**src/rtl/trivium_pkg.sv**
```systemverilog
// Shared Trivium definitions: state geometry, tap positions, FSM states and the
// key/IV load mapping used by both the encryptor and the decryptor.
package trivium_pkg;

    localparam int unsigned STATE_W      = 288;
    localparam int unsigned WARMUP_STEPS = 1152;
    localparam int unsigned KEY_W        = 80;
    // Wide enough to hold 1152 warm-up cycles when DATA_W = 1.
    localparam int unsigned CNT_W        = 11;

    // Output taps.
    localparam int unsigned TAP_T1A = 65;
    localparam int unsigned TAP_T1B = 92;
    localparam int unsigned TAP_T2A = 161;
    localparam int unsigned TAP_T2B = 176;
    localparam int unsigned TAP_T3A = 242;
    localparam int unsigned TAP_T3B = 287;

    // Feedback taps: AND pair plus cross-register tap, one triple per register.
    localparam int unsigned TAP_A1 = 90;
    localparam int unsigned TAP_A2 = 91;
    localparam int unsigned TAP_A3 = 170;
    localparam int unsigned TAP_B1 = 174;
    localparam int unsigned TAP_B2 = 175;
    localparam int unsigned TAP_B3 = 263;
    localparam int unsigned TAP_C1 = 285;
    localparam int unsigned TAP_C2 = 286;
    localparam int unsigned TAP_C3 = 68;

    typedef enum logic [2:0] {
        StIdle,
        StLoad,
        StWarm,
        StRun,
        StDrain
    } trivium_state_e;

    // S[79:0] = key, S[172:93] = iv, S[287:285] = 3'b111, all else zero.
    function automatic logic [STATE_W-1:0] trivium_load(input logic [KEY_W-1:0] key,
                                                        input logic [KEY_W-1:0] iv);
        return {3'b111, 112'b0, iv, 13'b0, key};
    endfunction

endpackage

```
**src/rtl/trivium_core_step.sv**
```systemverilog
// Purely combinational Trivium core: advances the 288-bit state by STEPS steps and
// returns the keystream bits produced, first bit in ks_o[STEPS-1].
module trivium_core_step
    import trivium_pkg::*;
#(
    parameter int unsigned STEPS = 8
) (
    input  logic [STATE_W-1:0] state_i,
    output logic [STATE_W-1:0] state_o,
    output logic [STEPS-1:0]   ks_o
);

    // Unrolled step chain; each iteration is one Trivium clock.
    always_comb begin
        logic [STATE_W-1:0] s;
        logic               t1;
        logic               t2;
        logic               t3;
        s    = state_i;
        ks_o = '0;
        t1   = 1'b0;
        t2   = 1'b0;
        t3   = 1'b0;
        for (int i = 0; i < STEPS; i++) begin
            t1 = s[TAP_T1A] ^ s[TAP_T1B];
            t2 = s[TAP_T2A] ^ s[TAP_T2B];
            t3 = s[TAP_T3A] ^ s[TAP_T3B];
            ks_o[STEPS-1-i] = t1 ^ t2 ^ t3;
            t1 = t1 ^ (s[TAP_A1] & s[TAP_A2]) ^ s[TAP_A3];
            t2 = t2 ^ (s[TAP_B1] & s[TAP_B2]) ^ s[TAP_B3];
            t3 = t3 ^ (s[TAP_C1] & s[TAP_C2]) ^ s[TAP_C3];
            s  = {s[286:177], t2, s[175:93], t1, s[91:0], t3};
        end
        state_o = s;
    end

endmodule

```
**src/rtl/trivium_decrypt.sv**
```systemverilog
// Streaming Trivium decryptor: load key/IV on start, 1152-step warm-up, then XOR each
// accepted ciphertext word with DATA_W keystream bits (MSB first) onto a valid/ready stream.
// Optional macro TRIVIUM_DEC_KS_OUT_EN adds a registered keystream debug output ks_data_o.
module trivium_decrypt
    import trivium_pkg::*;
#(
    parameter int unsigned DATA_W = 8
) (
`ifdef TRIVIUM_DEC_KS_OUT_EN
    output logic [DATA_W-1:0] ks_data_o,
`endif
    input  logic              clk_i,
    input  logic              reset_ni,
    input  logic [KEY_W-1:0]  key_i,
    input  logic [KEY_W-1:0]  iv_i,
    input  logic              start_i,
    output logic              busy_o,
    output logic              done_o,
    input  logic              in_valid_i,
    output logic              in_ready_o,
    input  logic [DATA_W-1:0] in_data_i,
    input  logic              in_last_i,
    output logic              out_valid_o,
    input  logic              out_ready_i,
    output logic [DATA_W-1:0] out_data_o,
    output logic              out_last_o
);

    localparam logic [CNT_W-1:0] WarmCycles = CNT_W'(WARMUP_STEPS / DATA_W);

    trivium_state_e     fsm_q, fsm_d;
    logic [STATE_W-1:0] s_q, s_d, s_step;
    logic [DATA_W-1:0]  ks_step;
    logic [CNT_W-1:0]   cnt_q, cnt_d;
    logic               out_valid_q, out_valid_d;
    logic [DATA_W-1:0]  out_data_q, out_data_d;
    logic               out_last_q, out_last_d;
    logic               done_q, done_d;
    logic               in_hs, out_hs;
`ifdef TRIVIUM_DEC_KS_OUT_EN
    logic [DATA_W-1:0]  ks_q, ks_d;
`endif

    trivium_core_step #(
        .STEPS (DATA_W)
    ) u_core (
        .state_i (s_q),
        .state_o (s_step),
        .ks_o    (ks_step)
    );

    // Accept input only in RUN when the output register is free or draining this cycle.
    assign in_ready_o = (fsm_q == StRun) && (!out_valid_q || out_ready_i);
    assign in_hs      = in_valid_i && in_ready_o;
    assign out_hs     = out_valid_q && out_ready_i;

    // Next-state: FSM sequencing, cipher state advance and output register update.
    always_comb begin
        fsm_d       = fsm_q;
        s_d         = s_q;
        cnt_d       = cnt_q;
        out_valid_d = out_valid_q;
        out_data_d  = out_data_q;
        out_last_d  = out_last_q;
        done_d      = 1'b0;
`ifdef TRIVIUM_DEC_KS_OUT_EN
        ks_d        = ks_q;
`endif
        if (out_hs) begin
            out_valid_d = 1'b0;
            out_last_d  = 1'b0;
        end
        unique case (fsm_q)
            StIdle: begin
                // done_q high means this is the done cycle; a start here is dropped.
                if (start_i && !done_q) begin
                    s_d   = trivium_load(key_i, iv_i);
                    fsm_d = StLoad;
                end
            end
            StLoad: begin
                cnt_d = WarmCycles;
                fsm_d = StWarm;
            end
            StWarm: begin
                s_d   = s_step;
                cnt_d = cnt_q - CNT_W'(1);
                if (cnt_q == CNT_W'(1)) begin
                    fsm_d = StRun;
                end
            end
            StRun: begin
                if (in_hs) begin
                    s_d         = s_step;
                    out_valid_d = 1'b1;
                    out_data_d  = in_data_i ^ ks_step;
                    out_last_d  = in_last_i;
`ifdef TRIVIUM_DEC_KS_OUT_EN
                    ks_d        = ks_step;
`endif
                    if (in_last_i) begin
                        fsm_d = StDrain;
                    end
                end
            end
            StDrain: begin
                if (out_hs && out_last_q) begin
                    done_d = 1'b1;
                    fsm_d  = StIdle;
                end
            end
            default: fsm_d = StIdle;
        endcase
    end

    // State registers; reset discards any in-flight message.
    always_ff @(posedge clk_i or negedge reset_ni) begin
        if (!reset_ni) begin
            fsm_q       <= StIdle;
            s_q         <= '0;
            cnt_q       <= '0;
            out_valid_q <= 1'b0;
            out_data_q  <= '0;
            out_last_q  <= 1'b0;
            done_q      <= 1'b0;
`ifdef TRIVIUM_DEC_KS_OUT_EN
            ks_q        <= '0;
`endif
        end else begin
            fsm_q       <= fsm_d;
            s_q         <= s_d;
            cnt_q       <= cnt_d;
            out_valid_q <= out_valid_d;
            out_data_q  <= out_data_d;
            out_last_q  <= out_last_d;
            done_q      <= done_d;
`ifdef TRIVIUM_DEC_KS_OUT_EN
            ks_q        <= ks_d;
`endif
        end
    end

    assign busy_o      = (fsm_q != StIdle);
    assign done_o      = done_q;
    assign out_valid_o = out_valid_q;
    assign out_data_o  = out_data_q;
    assign out_last_o  = out_last_q;
`ifdef TRIVIUM_DEC_KS_OUT_EN
    assign ks_data_o   = ks_q;
`endif

endmodule

```
**config.mk**
```make
export PLATFORM = sky130hd
export DESIGN_NAME = trivium_decrypt
export DESIGN_NICKNAME = d
export VERILOG_FILES = /design/src/rtl/trivium_pkg.sv /design/src/rtl/trivium_core_step.sv /design/src/rtl/trivium_decrypt.sv
export SDC_FILE = /design/constraint.sdc
export NUM_CORES = 1
export LEC_CHECK = 0
export BUFFER_PORTS_ARGS = -buffer_cell sky130_fd_sc_hd__buf_2
export CAP_MARGIN = 20
export CORE_UTILIZATION = 50
export CTS_BUF_LIST = sky130_fd_sc_hd__clkbuf_2
export DETAILED_ROUTE_END_ITERATION = 6
export PLACE_DENSITY = 0.71
export SLEW_MARGIN = 20
export SYNTH_ARGS = -nofsm -noshare
export SYNTH_HDL_FRONTEND = slang
export SYNTH_SLANG_ARGS = --single-unit
```
**constraint.sdc**
```tcl
create_clock -name clk_i -period 3.67 [get_ports clk_i]
set_input_delay 0.734 -clock clk_i [delete_from_list [all_inputs] [get_ports clk_i]]
set_output_delay 0.734 -clock clk_i [all_outputs]
set_load 0.02 [all_outputs]
```
# [Word level (Yosys, flattened, before mapping)]
# Index checks and enable logic that the tools add are counted.
[word_totals] elab_cells=164 output_inout_bits=13 in_bits=174 reg_bits=313
[classes] add_sub_neg=1 eq_ne=10 bitwise_logic=113 n_mux=18 reduce_logical=15
[op_table] cell="one-hot mux 288 bit (3 select lines)" n=1
[op_table] cell="two-way mux 288 bit" n=2
[op_table] cell="XOR 1 bit" n=88
[op_table] cell="bitwise AND 1 bit" n=24
[op_table] cell="one-hot mux 11 bit (2 select lines)" n=1
[op_table] cell="two-way mux 3 bit" n=5
[op_table] cell="one-hot mux 3 bit (5 select lines)" n=1
[op_table] cell="equality test 11 x 1 -> 1 bit (second input constant)" n=1
[op_table] cell="subtractor 11 x 1 -> 11 bit (second input constant)" n=1
[op_table] cell="!= test 2 bit (second input constant)" n=5
[op_table] cell="two-way mux 1 bit" n=8
[op_table] cell="XOR 8 bit" n=1
[op_table] cell="equality test 3 x 2 -> 1 bit (second input constant)" n=2
[op_table] cell="nonzero test 3 bit" n=2
[op_table] cell="logical AND 1 bit" n=5
[op_table] cell="AND reduction 5 bit" n=1
[op_table] cell="equality test 3 x 1 -> 1 bit (second input constant)" n=1
[op_table] cell="equality test 3 bit (second input constant)" n=1
[op_table] cell="logical NOT 3 bit" n=1
[op_table] cell="AND reduction 3 bit" n=1
[op_table] cell="logical NOT 1 bit" n=2
[op_table] cell="AND reduction 2 bit" n=1
[op_table] cell="nonzero test 2 bit" n=1
[op_table] cell="logical OR 1 bit" n=1

# [Logic depth before layout (Yosys ltp)]
# Gate-level depths: netlist of run 1.
[depth] ltp_word=6 depth_mapped=8 ltp_nobuf=6

# [Hierarchy]
# From an unflattened synthesis of run 1, not the netlist that was laid out.
[hier_totals] hier_cells=1519 area_unflattened_um2=18330.1
[by_module_without_submodules] module="trivium_decrypt" cells_each=1175 area_per_inst_um2=15203.3 instances=1 seq_area_each_um2=7832.5
[by_module_without_submodules] module="trivium_core_step" cells_each=344 area_per_inst_um2=3126.7 instances=1 seq_area_each_um2=0.0

# [Worst setup path before layout of run 1]
# No wires, ideal clock.
[synth_path] path_type="register -> output" start="register fsm_q[1]" end="output port in_ready_o" n_path_buf=3 stages_incl_launch_ff=6 path_slack_ns=1.171 t_required_ns=2.936 arrival_ns=1.765 cell_sequence="dfrtp_1 -> nor2b_1 -> buf_2 -> clkbuf_1 -> buf_1 -> and3_1"
[synth_between] elab_chain_len=2
[synth_lines] element="start: declaration" line_no="trivium_decrypt.sv:31" source="trivium_state_e fsm_q, fsm_d;"
[synth_lines] element="start signal: assignment" line_no="trivium_decrypt.sv:119" source="fsm_q <= StIdle;"
[synth_lines] element="start signal: assignment" line_no="trivium_decrypt.sv:130" source="fsm_q <= fsm_d;"
[synth_lines] element="equality test 3 x 2 -> 1 bit" line_no="trivium_decrypt.sv:53" source="assign in_ready_o = (fsm_q == StRun) && (!out_valid_q || out_ready_i);"
[synth_lines] element="logical AND 1 bit" line_no="trivium_decrypt.sv:53"
[synth_lines] element="end: declaration" line_no="trivium_decrypt.sv:20" source="output logic in_ready_o,"
# No other way between the ends.

# [Final worst setup path of run 1]
# Ends and elaborated chain as after synthesis.

==> results of run 1 <==
[cells in the final DEF, fill, tap and decap left out, types with 12 or more instances in the layout]
cell type and instances:
nand2_1 468, dfrtp_1 313, buf_2 185, mux2_2 152, a22o_1 117, clkbuf_2 116, xnor2_1 48, mux2_1 42
clkinv_1 18, xor3_1 16, nor2_1 12
[area by class of cell]
class,count,share of cell area [%]
flip-flops and latches,313,47.0
clock buffers,116,3.48
well taps,384,2.88
clock inverters,27,0.953
inverters,5,0.113
diodes,2,0.0300
repair buffers,204,7.07
multi-input cells,915,38.5
[flip-flops by register name (all words and copies together) (netlist names)]
register	flops
s_q	288
cnt_q	11
out_data_o	8
fsm_q	3
done_o	1
out_last_o	1
out_valid_o	1
[power groups by stage]
stage               Clock [µW]  Sequential [µW]  Combinational [µW]
CTS                       2490             5760                7250
detailed placement           0             5820                7230
global route              2680             5930                7880
floorplan                    0             5540                5600
finish                    2410             5780                7190
global placement             0             5760                7010
[synth_stat cells, types with 2 or more instances]
library cell / count / area, µm²
nor2_1: 12 / 45.0
clkbuf_1: 64 / 240
xor3_1: 16 / 380
o311ai_0: 2 / 17.5
mux2_2: 152 / 1710
xnor2_1: 48 / 420
nor4_1: 3 / 18.8
inv_1: 5 / 18.8
ha_1: 2 / 25.0
xor2_1: 2 / 17.5
o21ai_0: 3 / 15.0
buf_6: 2 / 22.5
nand2_1: 468 / 1760
nand3_1: 5 / 25.0
mux2_1: 42 / 473
dfrtp_1: 313 / 7830
nand4_1: 2 / 12.5
xnor3_1: 8 / 180
o31ai_1: 3 / 22.5
o41ai_1: 2 / 17.5
a22o_1: 118 / 1030
o22a_1: 3 / 26.3
buf_1: 5 / 18.8
o211ai_1: 2 / 15.0
buf_2: 11 / 55.1
[worst max-delay path, stage by stage, from the launching register on]
cell     delay [ns]
dfrtp_1        0.54
nor2b_4        0.39
and3_1         0.21
buf_2          0.16
[routing by layer]
layer / wire length [µm] / vias up / part of all wire (%) / global-route usage, %
met3: 1590 / 51 / 4.7 / 4.49
met5: 0 / - / 0 / 0
met4: 761 / 0 / 2.3 / 8.33
met2: 15800 / 300 / 47 / 35.7
met1: 15400 / 5131 / 46 / 32.7
li1: - / 4919 / - / -
[cells by family after synthesis]
kind of cell	Yosys count	synth area share [%]
fa+ha+maj	2	0.171
xor+xnor	74	6.84
simple gates	503	13.4
compound gates	141	8.33
mux	195	15.0
flops	313	53.7
buf+inv	88	2.53
[path summary, 6_finish.rpt]
path | to | cells past startpoint
max in group asynchronous | s_q[59]$_DFFE_PN0P_ | 3
worst max-delay path | in_ready_o | 3
worst min-delay path | done_o$_DFF_PN0_ | 3
min in group asynchronous | s_q[263]$_DFFE_PN0P_ | 2
worst min register to register | cnt_q[10]$_DFFE_PN0N_ | 1
worst max register to register | fsm_q[0]$_DFFE_PN0P_ | 6
[metrics by stage]
step | std cells | setup WS [ns] | total power [µW] | hold slack, ns
6_report | 1966 | 0.792 | 15400 | 0.152
2_1_floorplan | 1316 | 1.17 | 11100 | 0.438
3_3_place_gp | 1820 | 1.09 | 12800 | 0.469
3_5_place_dp | 1820 | 1.07 | 13000 | 0.467
4_1_cts | 1964 | 0.688 | 15500 | 0.0733
5_1_grt | 1966 | 0.586 | 16500 | 0.0615
==> impl_metrics.toml, run 1 <==
[clock_tree]
clock-sinks = 313
cts_tree = "yes"
clk_latency_ns = 0.86
cts_resized = 0
cts_buffer_depth = 3
cts_buffers = 83
post_cts_buffers = 0
clockRootBuffer = "clkbuf_2"
htreeDepth = 3
clkTransAtPathRegs_ns = 0.11
cts_hold_buf = 1

[placement]
globalplace.congestion = 0.859
placed_cell_area_um2 = 15900
hpwl_mm = 22.5
portBuffers = 186

[final_layout]
seqCellArea_um2 = 7830
final_util_pct = 58.1
n_fill_cell = 2504
final_area_um2 = 16700
drive_gt1_share_pct = 31.1
syn2layout_area_growth_pct = 14.3
multi_input_area_um2 = 6420
fin_nets = 1698

[drt]
postRouteAntennaNets = 0
dr.first_iter.drc_count = 823
num_vias = 10401
wl_per_cell_um = 17.0
wirelength_mm = 33.5
via_per_inst = 5.29
drc = 0
first_pass_iters = 5

[sta]
hold_viol = 0
drv_slew = 0
min_period_ns = 2.88
worst_pin_slew_ns = 0.769
clock.fmax_mhz = 347
setup_violations = 0
relSlewSlack_pct = 48.7
finClkSkew_ns = 0.0491
finalSetupTns_ns = 0
rsz0062_at_grt = "false"
period_share_pct = 78.4

[setup_path]
cp-startpoint = "fsm_q[1]$_DFFE_PN0P_"
required_ns = 2.94
end_kind = "primary output"
startpoint_type = "flop"
crit_fanout = 9
r2r_slack_ns = 1.16
crit_arrival_ns = 2.14
path_class = "reg2out"
timing.rr.start = "cnt_q[1]$_DFFE_PN0N_"

[worst_hold_path]
hold_start = "out_ready_i"
hp-class = "in2reg"

[logic_synthesis]
synth.avg_cell_area_um2 = 11.1
ys.flop_type = "dfrtp_1"
syn_nets = 1492
seq_area_frac_synth_pct = 53.7
synth.distinct_cells = 48
syn_inst = 1316
yosysWarnings = 0
synth_area_um2 = 14600
ys_async_sr_fraction_pct = 100
synth_seq_cells = 313
synth_edf_count = 0

[global_route]
track_usage_pct = 23.1
gr-total-overflow = 0
grt_max_degree = 160
antenna_found_initial = 2
grt_pass1_wl_mm = 55.1
first_global_vias = 10585

[power_and_ir_drop]
combPwrFrac_pct = 46.8
power_density_nw_per_um2 = 922
internal_power_uw = 9360
power.leakage_uw = 0.00860
switchingPower_uw = 6020
ir_worst_vdd_v = 0.000705
power_frac_seq_pct = 37.6
switching_share_pct = 39.1
p_clk_share_pct = 15.7

[run_status]
status = "finished, final reports clean"

[floorplan]
dieArea_um2 = 29900
die_y_um = 173
io_pins = 187
rows = 62
die_x_um = 173
core_um2 = 28700
initial_core_util_pct = 50.8

[job]
maxCapViolations = 0
No activity file was read; power rests on OpenSTA's default activity.
==> inputs of run 2 (changes only) <==
Settings changed: ABC_AREA from default to 1, PLACE_DENSITY 0.71 to 0.74.
Clock period 3.67 ns to 2.6 ns, I/O delays scaled along.
==> impl_metrics.toml, run 2 <==
[run_status]
status = "finished, final reports clean"

[sta]
min_period_ns = 2.37
finClkSkew_ns = 0.106
relSlewSlack_pct = 48.7
rsz0062_at_grt = "false"
drv_slew = 0
clock.fmax_mhz = 423
hold_viol = 0
finalSetupTns_ns = 0
worst_pin_slew_ns = 0.770
period_share_pct = 91.0
setup_violations = 0

[setup_path]
r2r-end = "s_q[94]$_DFFE_PN0P_"
required_ns = 2.08
r2r_slack_ns = 0.49
crit_fanout = 4
path_class = "reg2out"
crit_arrival_ns = 1.85
startpoint_type = "flop"
r2r_cells = 8
timing.rr.start = "fsm_q[0]$_DFFE_PN0P_"
end_kind = "primary output"

[floorplan]
core_um2 = 29700
die_y_um = 176
die_x_um = 176
initial_core_util_pct = 50.9
io_pins = 187
rows = 63
dieArea_um2 = 30900

[logic_synthesis]
syn_nets = 1990
syn_inst = 1814
synth_top_area_cell = "dfrtp_1"
synth_area_um2 = 15100
ys.flop_type = "dfrtp_1"
yosysMostFrequentCell = "nand2_1"
synth_top_area_share_pct = 51.8
synth.avg_cell_area_um2 = 8.33
seq_area_frac_synth_pct = 51.8
synth_seq_cells = 313
synth_area_leaders = "dfrtp_1, nand2_1, mux2i_1"
synth_edf_count = 0
synth.distinct_cells = 27
ys_top_cells_by_count = "nand2_1, dfrtp_1, nand3_1, o21ai_0, mux2i_1"
ys_async_sr_fraction_pct = 100
yosysWarnings = 0

[drt]
route.met3.wl_mm = 2.66
wl_per_cell_um = 16.6
first_pass_iters = 5
drc = 0
dr.first_iter.drc_count = 1219
wirelength_mm = 43.2
postRouteAntennaNets = 0
via_per_inst = 5.37
wl_met1_mm = 17.5
num_vias = 14008
dr_wl_met2_mm = 20.7
top_layer_used = "met5"

[final_layout]
final_common_cell = "nand2_1"
largest_reg_flops = 288
drive_gt1_share_pct = 16.0
final_cell_mix = "nand2_1, dfrtp_1, buf_2"
fin_nets = 2340
final_cells = 2610
top_register = "s_q"
syn2layout_area_growth_pct = 23.3

[worst_hold_path]
whs_path_depth = 3
holdPathEnd = "s_q[73]$_DFFE_PN0P_"
hold_start = "key_i[73]"
hp-class = "in2reg"

[power_and_ir_drop]
switchingPower_uw = 9620
ir_worst_vdd_v = 0.000747
power_density_nw_per_um2 = 1120
combPwrFrac_pct = 45.1
switching_share_pct = 46.2
p_clk_share_pct = 16.1
power.total_uw = 20800
power.leakage_uw = 0.0101
power_frac_seq_pct = 38.8
internal_power_uw = 11200

[clock_tree]
clockRootBuffer = "clkbuf_2"
clkTransAtPathRegs_ns = 0.12
cts_hold_buf = 162
cts_buffer_depth = 3
cts_buffers = 80
clock-sinks = 313
clk_latency_ns = 0.90
post_cts_buffers = 0
cts_tree = "yes"
htreeDepth = 3
cts_resized = 0

[job]
maxCapViolations = 0

[placement]
place_inst = 2310
portBuffers = 186
hpwl_mm = 25.7
globalplace.congestion = 0.862

[global_route]
track_usage_pct = 28.6
grt_pass1_wl_mm = 70.2
gr-total-overflow = 0
grt_max_degree = 112
antenna_found_initial = 6
first_global_vias = 14251
## run 2: worst max-delay path by stage
stage,from,end,slack [ns],cells past startpoint
4_1_cts,fsm_q[1]$_DFFE_PN0P_,in_ready_o,0.17,3
2_1_floorplan,fsm_q[0]$_DFFE_PN0P_,s_q[261]$_DFFE_PN0P_,1.06,8
6_report,fsm_q[1]$_DFFE_PN0P_,in_ready_o,0.23,3
3_3_place_gp,start_i,s_q[180]$_DFFE_PN0P_,0.56,10
5_1_grt,fsm_q[1]$_DFFE_PN0P_,in_ready_o,0.13,3
3_5_place_dp,start_i,s_q[89]$_DFFE_PN0P_,0.49,9
## run 2: power groups by stage
| stage | Combinational [µW] | Sequential [µW] | Clock [µW] |
|---|---|---|---|
| global placement | 8640 | 7980 | 0 |
| detailed placement | 8950 | 8040 | 0 |
| global route | 10500 | 8240 | 3700 |
| CTS | 9150 | 7970 | 3410 |
| floorplan | 7150 | 7650 | 0 |
| finish | 9410 | 8080 | 3350 |
## run 2: worst max-delay path, stage by stage (launching register included)
cell     delay [ns]
dfrtp_1        0.51
nand3_2        0.15
nor2_1         0.13
buf_2          0.18
## run 2: routing by layer
| metal | global-route usage (%) | vias to the layer above |
|---|---|---|
| met5 | 0 | - |
| met3 | 5.15 | 155 |
| met2 | 45.8 | 577 |
| li1 | - | 6605 |
| met4 | 19.0 | 2 |
| met1 | 35.5 | 6669 |
## run 2: area by class of cell
type | count | area [µm²]
Tap cell | 390 | 488
Clock inverter | 20 | 130
Multi-Input combinational cell | 1300 | 6360
Clock buffer | 113 | 566
Inverter | 97 | 367
Antenna cell | 5 | 12.5
Sequential cell | 313 | 7830
Timing Repair Buffer | 372 | 2890
Fill cell | 2381 | 11100
## run 2: per-stage QoR
| stage | cell area, µm² | hold WS, ns | utilization, % | setup slack, ns |
|---|---|---|---|---|
| 5_1_grt | 18600 | 0.0377 | 62.8 | 0.134 |
| 3_5_place_dp | 16300 | 0.465 | 54.9 | 0.492 |
| 2_1_floorplan | 15100 | 0.224 | - | 1.06 |
| 6_report | 18600 | 0.0798 | 62.8 | 0.234 |
| 4_1_cts | 18600 | 0.0203 | 62.7 | 0.168 |
| 3_3_place_gp | 16300 | 0.462 | 54.9 | 0.558 |
## run 2: cell families after synthesis
kind of cell	count (synthesis)	share of synthesized area, %
muxes	125	8.28
and+or+nand+nor	929	24.9
AOI/OAI and AO/OA	226	7.52
xor gates and xnor gates	18	1.04
DFF	313	51.8
buffers and inverters	201	6.30
adders and majority gates	2	0.165
==> inputs of run 3 (changes only) <==
Settings changed: BUFFER_PORTS_ARGS -buffer_cell sky130_fd_sc_hd__buf_2 to default, DONT_BUFFER_PORTS from default to 1, PLACE_DENSITY 0.74 to 0.69.
==> impl_metrics.toml, run 3 (synthesis results as in run 2) <==
[run_status]
status = "finished, violations left"
violations = "negative hold slack"

[power_and_ir_drop]
switchingPower_uw = 9280
power_frac_seq_pct = 40.1
internal_power_uw = 11100
combPwrFrac_pct = 43.0
p_clk_share_pct = 16.9
power_density_nw_per_um2 = 1150
power.leakage_uw = 0.00933
ir_worst_vdd_v = 0.00100
switching_share_pct = 45.5

[floorplan]
die_y_um = 176
io_pins = 187
die_x_um = 176
rows = 63
initial_core_util_pct = 50.9
core_um2 = 29700
dieArea_um2 = 30900

[sta]
min_period_ns = 2.43
finClkSkew_ns = 0.0788
setup_violations = 0
relSlewSlack_pct = 39.3
whs_ns = -0.691
period_share_pct = 93.3
drv_slew = 0
finalSetupTns_ns = 0
timing.final.ws_setup_ns = 0.174
worst_pin_slew_ns = 0.911
hold_viol = 313
rsz0062_at_grt = "false"
clock.fmax_mhz = 412

[placement]
globalplace.congestion = 0.906
hpwl_mm = 24.2
place_inst = 2114
dp_slack_ns = 0.517
portBuffers = 0

[setup_path]
cp_cell_sequence = "inv_2 -> nand3_2 -> nor2_1 -> buf_4"
required_ns = 2.08
crit_arrival_ns = 1.91
end_kind = "primary output"
slowest_stage = "dfrtp_1"
cpPeakStageDelay_ns = 0.42
path_class = "reg2out"
crit_family = "flip-flops"
startpoint_type = "flop"
crit_fanout = 3
cp_num_buf_inv = 2

[global_route]
grt_pass1_wl_mm = 64.6
antenna_found_initial = 4
grt_max_degree = 314
first_global_vias = 12786
track_usage_pct = 26.3
gr-total-overflow = 0

[final_layout]
fin_nets = 2156
final_cells = 2434
n_fill_cell = 2525
drive_gt1_share_pct = 7.94
multi_input_area_um2 = 6360
final_cell_mix = "nand2_1, dfrtp_1, nand3_1"
largest_reg_flops = 288
top_register = "s_q"
seqCellArea_um2 = 7830
final_common_cell = "nand2_1"
syn2layout_area_growth_pct = 17.1

[clock_tree]
cts_buffer_depth = 3
post_cts_buffers = 0
cts_tree = "yes"
clock-sinks = 313
clk_latency_ns = 0.92
clkTransAtPathRegs_ns = 0.11
cts_buffers = 83
cts_hold_buf = 171
cts_resized = 0
clockRootBuffer = "clkbuf_2"
htreeDepth = 3

[worst_hold_path]
hp-class = "in2async"

[drt]
postRouteAntennaNets = 0
dr.first_iter.drc_count = 1074
first_pass_iters = 5
drc = 0
num_vias = 13058
wl_per_cell_um = 16.4
wirelength_mm = 39.8
via_per_inst = 5.36

[job]
maxCapViolations = 0
## run 3: cell count changes in the layout (fill, tap and decap cells not counted), sizes merged
cell	previous run	this run
clkinvlp	3	1
inv	97	99
clkinv	16	22
buf	210	14
clkbuf	113	119
diode	5	4
dlygate4sd3	162	171
## run 3: area by class of cell
class | instances | share of cell area [%]
well taps | 390 | 2.76
inverters | 97 | 2.07
flip-flops and latches | 313 | 44.2
diodes | 4 | 0.0565
multi-input cells | 1300 | 35.9
clock buffers | 119 | 3.36
repair buffers | 185 | 10.8
clock inverters | 26 | 0.862
## run 3: final timing paths
| path | from | to | slack [ns] | depth (start not counted) |
|---|---|---|---|---|
| setup / recovery | fsm_q[2]$_DFFE_PN0P_ | in_ready_o | 0.17 | 4 |
| hold / removal | reset_ni | cnt_q[3]$_DFFE_PN0N_ | -0.69 | 0 |
| setup reg to reg | fsm_q[2]$_DFFE_PN0P_ | s_q[139]$_DFFE_PN0P_ | 0.51 | 8 |
| hold reg to reg | s_q[188]$_DFFE_PN0P_ | s_q[196]$_DFFE_PN0P_ | 0.48 | 2 |
| max in group asynchronous | reset_ni | s_q[279]$_DFFE_PN0P_ | 2.58 | 0 |
| min in group clk_i | in_data_i[7] | out_data_o[7]$_DFFE_PN0P_ | 0.05 | 5 |
## run 3: per-layer routing
| layer | wire [µm] | part of all wire [%] | global-route usage, % |
|---|---|---|---|
| met3 | 2760 | 6.9 | 6.13 |
| met2 | 18900 | 48 | 41.6 |
| met4 | 1490 | 3.7 | 12.4 |
| met5 | 0 | 0 | 0 |
| met1 | 16600 | 42 | 34.1 |
## run 3: worst register-to-register path: stages, from the launching register on
cell and delay (ns):
dfrtp_1 0.42, inv_2 0.14, nand3_2 0.12, a21oi_2 0.23, inv_2 0.07, nand2_4 0.11
buf_12 0.31, buf_4 0.38, o21ai_0 0.18
## run 3: per-stage QoR
stage / utilization [%] / hold slack, ns / area [µm²] / power [µW]
after global placement: 51.3 / 0.238 / 15200 / 16300
final: 59.6 / -0.691 / 17700 / 20400
after detailed placement: 51.3 / 0.237 / 15200 / 16600
after CTS: 59.6 / -0.775 / 17700 / 20300
after global routing: 59.6 / -0.797 / 17700 / 22000
after floorplan: - / 0.224 / 15100 / 14800
## run 3: power groups by stage
stage / combinational (µW) / sequential (µW) / clock (µW)
finish: 8770 / 8180 / 3450
global route: 9860 / 8350 / 3800
CTS: 8650 / 8090 / 3530
detailed placement: 8390 / 8170 / 0
global placement: 8140 / 8120 / 0
floorplan: 7150 / 7650 / 0
